<file path="src/rtl/mod_counter.sv">
// Parametrised modulo counter: up/down, clear/load, enable, terminal-count strobe, one-shot.
// Optional step prescaler enabled by defining MOD_COUNTER_PRESCALE_EN.
module mod_counter #(
    parameter int unsigned WIDTH    = 4,
    parameter int unsigned MODULO   = 16,
    parameter int unsigned ONESHOT  = 0,
    parameter int unsigned PRESCALE = 1
) (
    input  logic             clk,
    input  logic             rst,
    input  logic             clr,
    input  logic             load,
    input  logic [WIDTH-1:0] load_val,
    input  logic             en,
    input  logic             up,
    output logic [WIDTH-1:0] count,
    output logic             tc,
    output logic             done
);

    if ((WIDTH < 1) || (MODULO < 2) || (((MODULO - 1) >> WIDTH) != 0) || (PRESCALE < 1)) begin : g_param_check
        $error("mod_counter: illegal parameter combination");
    end

    localparam int unsigned    MOD_I = MODULO;
    localparam logic [WIDTH:0] MOD_X = MOD_I[WIDTH:0];
    localparam logic [WIDTH:0] ONE_X = {{WIDTH{1'b0}}, 1'b1};
    localparam logic [WIDTH:0] TOP_X = MOD_X - ONE_X;

    logic [WIDTH-1:0] count_q, count_d;
    logic             done_q, done_d;

    logic [WIDTH:0]   count_x_s;
    logic [WIDTH:0]   term_x_s;
    logic [WIDTH:0]   next_x_s;
    logic [WIDTH:0]   load_x_s;
    logic [WIDTH-1:0] load_clamp_s;
    logic             at_term_s;
    logic             tick_s;
    logic             step_s;

    // Arithmetic is carried one bit wider so MODULO = 2**WIDTH compares correctly.
    assign count_x_s    = {1'b0, count_q};
    assign term_x_s     = up ? TOP_X : {(WIDTH+1){1'b0}};
    assign at_term_s    = (count_x_s == term_x_s);
    assign next_x_s     = up ? (count_x_s + ONE_X) : (count_x_s - ONE_X);
    assign load_x_s     = {1'b0, load_val};
    assign load_clamp_s = (load_x_s >= MOD_X) ? TOP_X[WIDTH-1:0] : load_val;

`ifdef MOD_COUNTER_PRESCALE_EN
    localparam int unsigned    PW        = (PRESCALE > 1) ? $clog2(PRESCALE) : 1;
    localparam int unsigned    PRE_TOP_I = PRESCALE - 1;
    localparam logic [PW-1:0]  PRE_TOP   = PRE_TOP_I[PW-1:0];
    localparam logic [PW-1:0]  PRE_ONE   = {{(PW-1){1'b0}}, 1'b1};

    logic [PW-1:0] pre_q, pre_d;

    assign tick_s = en & (pre_q == PRE_TOP);

    // Prescaler advances on every enabled cycle and wraps on tick.
    always_comb begin
        pre_d = pre_q;
        if (clr || load) begin
            pre_d = {PW{1'b0}};
        end else if (en) begin
            if (pre_q == PRE_TOP) begin
                pre_d = {PW{1'b0}};
            end else begin
                pre_d = pre_q + PRE_ONE;
            end
        end else begin
            pre_d = pre_q;
        end
    end

    // Prescaler state.
    always_ff @(posedge clk or negedge rst) begin
        if (!rst) begin
            pre_q <= {PW{1'b0}};
        end else begin
            pre_q <= pre_d;
        end
    end
`else
    assign tick_s = 1'b1;
`endif

    assign step_s = en & tick_s & ~done_q;

    // Next state: clear beats load beats step.
    always_comb begin
        count_d = count_q;
        done_d  = done_q;
        if (clr) begin
            count_d = {WIDTH{1'b0}};
            done_d  = 1'b0;
        end else if (load) begin
            count_d = load_clamp_s;
            done_d  = 1'b0;
        end else if (step_s) begin
            if (at_term_s) begin
                if (ONESHOT != 0) begin
                    count_d = count_q;
                    done_d  = 1'b1;
                end else begin
                    count_d = up ? {WIDTH{1'b0}} : TOP_X[WIDTH-1:0];
                    done_d  = 1'b0;
                end
            end else begin
                count_d = (next_x_s >= MOD_X) ? TOP_X[WIDTH-1:0] : next_x_s[WIDTH-1:0];
                done_d  = done_q;
            end
        end else begin
            count_d = count_q;
            done_d  = done_q;
        end
    end

    // Count and one-shot state.
    always_ff @(posedge clk or negedge rst) begin
        if (!rst) begin
            count_q <= {WIDTH{1'b0}};
            done_q  <= 1'b0;
        end else begin
            count_q <= count_d;
            done_q  <= done_d;
        end
    end

    // Strobe is forced low during reset so a cascaded stage never sees a spurious enable.
    assign tc    = rst & step_s & at_term_s & ~clr & ~load;
    assign count = count_q;
    assign done  = done_q;

endmodule

</file>
<file path="config.mk">
export PLATFORM = sky130hd
export DESIGN_NAME = mod_counter
export DESIGN_NICKNAME = d
export VERILOG_FILES = /design/src/rtl/mod_counter.sv
export SDC_FILE = /design/constraint.sdc
export NUM_CORES = 1
export LEC_CHECK = 0
export CORE_AREA = 8 8 45 47
export DETAILED_ROUTE_END_ITERATION = 7
export DIE_AREA = 0 0 53 55
export PLACE_DENSITY_LB_ADDON = 0.2
export SYNTH_ARGS = -nofsm -noshare
export SYNTH_HDL_FRONTEND = slang
export SYNTH_SLANG_ARGS = --single-unit
</file>
<file path="constraint.sdc">
create_clock -name clk -period 4.9 [get_ports clk]
set_clock_uncertainty 0.1 [all_clocks]
set_input_delay 0.98 -clock clk [delete_from_list [all_inputs] [get_ports clk]]
set_output_delay 0.98 -clock clk [all_outputs]
set_load 0.01 [all_outputs]
</file>
==> impl_summary.txt, run 1 <==
----------------------------------------------------
[Status]
  Result of the run ... finished clean

[Layout]
  Layout fillers ... 139
  Number of flip-flops under the largest register name ... 4
  FF+latch area ... 100 µm²
  Layout Cell Area excl Fill ... 661 µm²
  Nets ... 93
  Multi-input gate area ... ~360 µm²
  Area growth, synth to finish ... 32.0%
  Ratio of cells with drive above 1 in the final layout ... 0.0779
  Diode count ... 0

[Global routing]
  Via count of the first global-routing pass ... 476
  Congestion Overflow GR ... 0
  Wire length of the first global-routing pass ... 2.13 mm
  Initial antenna violation count ... 0
  Gr usage total ... 0.102
  Maximum number of pins on one net before global-route repair ... 13

[Timing]
  Max Transition Viols Final ... 0
  Final Hold Vio Count ... 0
  Fmax achieved ... 0.238 GHz
  Post-route clock period utilization ... 0.859
  Post-route worst setup slack ... a little under 700 ps
  Setup TNS ... 0 ps
  Setup violations, final ... 0
  Minimum period implied by the final worst setup slack ... 4210 ps
  RSZ-0062 raised after global routing ... false

[Clock network]
  CTS tree ... done
  Root buffer selected by CTS ... sky130_fd_sc_hd__clkbuf_4
  Setup Buffers After CTS ... 0
  Longest Clk Path Bufs ... 2
  Worst-skew pair later-pin latency ... 260 ps
  Hold buffers post-CTS ... 0
  Clock tree sinks ... 4
  CTS H-Tree Depth ... 1
  Clock buffers created by TritonCTS ... 3
  Reg clk slew, reported paths ... 40 ps
  Total of cells resized after clock tree synthesis ... 0

[Floorplan]
  Standard-cell row count ... 14
  Die Outline Area ... 0.00292 mm²
  Placeable Area ... roughly 0.0014 mm²
  Number of I/O pins ... 16
  Die X-Extent ... 53 µm
  Initial core utilization ... 0.362
  Die Y-Extent ... 55 µm

[Routing]
  DR vias ... 543
  DR WL/cell ... between 15 and 20 µm
  Detailed Routing Iterations Pass 1 ... 4
  Number of antenna-violating nets in the routed design ... 0
  DRC violation count after routing ... 0
  Number of vias per cell after detailed routing ... 5.84
  Drt first-iter violations ... 13
  Final Routed Wirelength ... 1.40 mm

[Synth]
  Syn_nets ... 78
  Async set-reset flop share out of synthesis ... 1.00
  Synthesis-stage register bit count ... 4
  Number of synthesized flops with an enable pin ... 0
  Top_reg_cell synth ... sky130_fd_sc_hd__dfrtp_1
  Synth unique cells ... 34
  Sequential area share after synthesis ... 0.200
  Avg Cell Area, Syn ... 7.82 µm²
  Total of warnings raised by yosys ... 0
  Synthesized netlist cell count ... 64
  Post-synthesis instance area ... ~500 µm²

[Power]
  Leak ... 0.000284 µW
  Logic gate share of total power ... 0.430
  Clock Power Share ... 0.305
  Maximum vdd ir drop ... 82.5 µV
  Power density of the placed cells ... roughly 230 mW/mm²
  Portion of total power attributed to sequential cells ... 0.266
  Cell internal power dissipation ... 95.9 µW
  Fraction of power spent switching nets ... 0.373
  Psw ... approximately 57 µW
  Final Total Pwr ... ~150 µW

[Placed design]
  GP Congestion ... 0.780
  Instance area after placement ... 638 µm²
  HPWL after detailed placement ... 1.06 mm
  Number of I/O port buffers ... 14
  Placement Setup Slack ... ~700 ps

[Worst hold path]
  Worst Hold Class ... reg -> reg

[Setup path]
  Critical path arrival ... 3130 ps
  CP Class ... in -> out
  CP required ... 3820 ps
  Reg-to-Reg Start ... count[0]
  Startpoint Class ... input port
  Worst r2r path cells ... 6
  Largest fanout on the critical path ... 7
  Setup crit end kind ... output pin
  Beginning of the critical path ... up
  Crit path capture ... tc
  Reg-to-reg endpoint ... count[3]
  R2R setup slack ... 2800 ps

[Run]
  Total of max-cap violations ... 0

----------------------------------------------------
## power by group through the flow
| stage | Clock (µW) | Sequential [µW] | Combinational [µW] |
|---|---|---|---|
| finish | 46.6 | 40.7 | 65.7 |
| global route | 50.2 | 41.1 | 71.5 |
| CTS | 45.9 | 40.7 | 64.8 |
| detailed placement | 0 | 41.2 | 64.4 |
| global placement | 0 | 41.2 | 63.6 |
| floorplan | 0 | 40.6 | 43.2 |
## worst max-delay path: stages
cell and delay [ps]:
sky130_fd_sc_hd__clkdlybuf4s50_1 480, sky130_fd_sc_hd__inv_1 120, sky130_fd_sc_hd__ha_1 420, sky130_fd_sc_hd__and3_1 350, sky130_fd_sc_hd__and4_1 240, sky130_fd_sc_hd__clkdlybuf4s50_1 540
## how the worst min path moves through the flow
| stage | slack [ps] | cells after the start | from | endpoint |
|---|---|---|---|---|
| after floorplan | 540 | 2 | count[2] | count[2] |
| after global placement | 560 | 2 | count[2] | count[2] |
| after detailed placement | 580 | 2 | count[2] | count[2] |
| after CTS | 590 | 2 | count[2] | count[2] |
| after global routing | 590 | 2 | count[2] | count[2] |
| final | 570 | 2 | count[2] | count[2] |
## per-layer routing
layer	vias to the layer above	GRT usage	share of wire
met2	21	0.168	0.51
li1	257	-	-
met4	0	0.0905	0.022
met5	-	0	0
met1	262	0.109	0.40
met3	3	0.0214	0.068
## synthesized netlist by cell type, drive strengths merged (2+ instances only)
| cell type | instances | area (µm²) |
|---|---|---|
| a21oi | 8 | 40.0 |
| nor2 | 6 | 25.0 |
| nand2 | 5 | 18.8 |
| dfrtp | 4 | 100 |
| clkbuf | 3 | 11.3 |
| ha | 3 | 37.5 |
| inv | 3 | 11.3 |
| buf | 2 | 18.8 |
| mux2i | 2 | 20.0 |
| nor2b | 2 | 12.5 |
| o211ai | 2 | 15.0 |
| o22ai | 2 | 12.5 |
| o31ai | 2 | 15.0 |
| xor2 | 2 | 17.5 |
## area by class of cell
cell class              count  area share
well taps                  16      0.0303
repair buffers             15       0.223
inverters                   3      0.0170
flip-flops and latches      4       0.152
clock buffers               3      0.0341
multi-input cells          52       0.544
## stage by stage
stage	hold slack, ps	util	cells
final	568	0.477	93
after global routing	593	0.477	93
after CTS	586	0.477	93
after detailed placement	582	0.461	90
after global placement	563	0.461	90
after floorplan	542	-	64
## placed cells by master, fill, tap and decap left out, drive strengths merged
master,Yosys,routed
clkdlybuf4s50,0,14
buf,2,1
and3,1,1
and4,1,1
mux2i,2,2
o31ai,2,2
nand2b,1,1
conb,1,1
nor2b,2,2
a22oi,1,1
clkbuf,3,3
a311oi,1,1
a31oi,1,1
xor2,2,2
xnor2,1,1
o31a,1,1
a21oi,8,8
nand4,1,1
o21ai,1,1
mux2,1,1
or3,1,1
ha,3,3
a21o,1,1
nor3b,1,1
inv,3,3
fa,1,1
nand2,5,5
o211ai,2,2
o22ai,2,2
nand3,1,1
o21a,1,1
nor2,6,6
dfrtp,4,4
## kinds of logic after synthesis
kind of cell | share of synthesized area
mux | 0.0700
flops | 0.200
other cells | 0.00749
simple gates | 0.205
compound gates | 0.268
xor+xnor | 0.0525
buf+inv | 0.0825
fa+ha+maj | 0.115
(Power assumes the default switching activity.)
==> run 2: changes to the inputs <==
--- a/config.mk
+++ b/config.mk
@@ -6,6 +6,7 @@
 export NUM_CORES = 1
 export LEC_CHECK = 0
 export CORE_AREA = 8 8 45 47
+export CTS_CLUSTER_SIZE = 10
 export DETAILED_ROUTE_END_ITERATION = 7
 export DIE_AREA = 0 0 53 55
 export PLACE_DENSITY_LB_ADDON = 0.2
==> results of run 2 <==
Same layout as run 1: the final DEF is identical, and so are final timing and power.
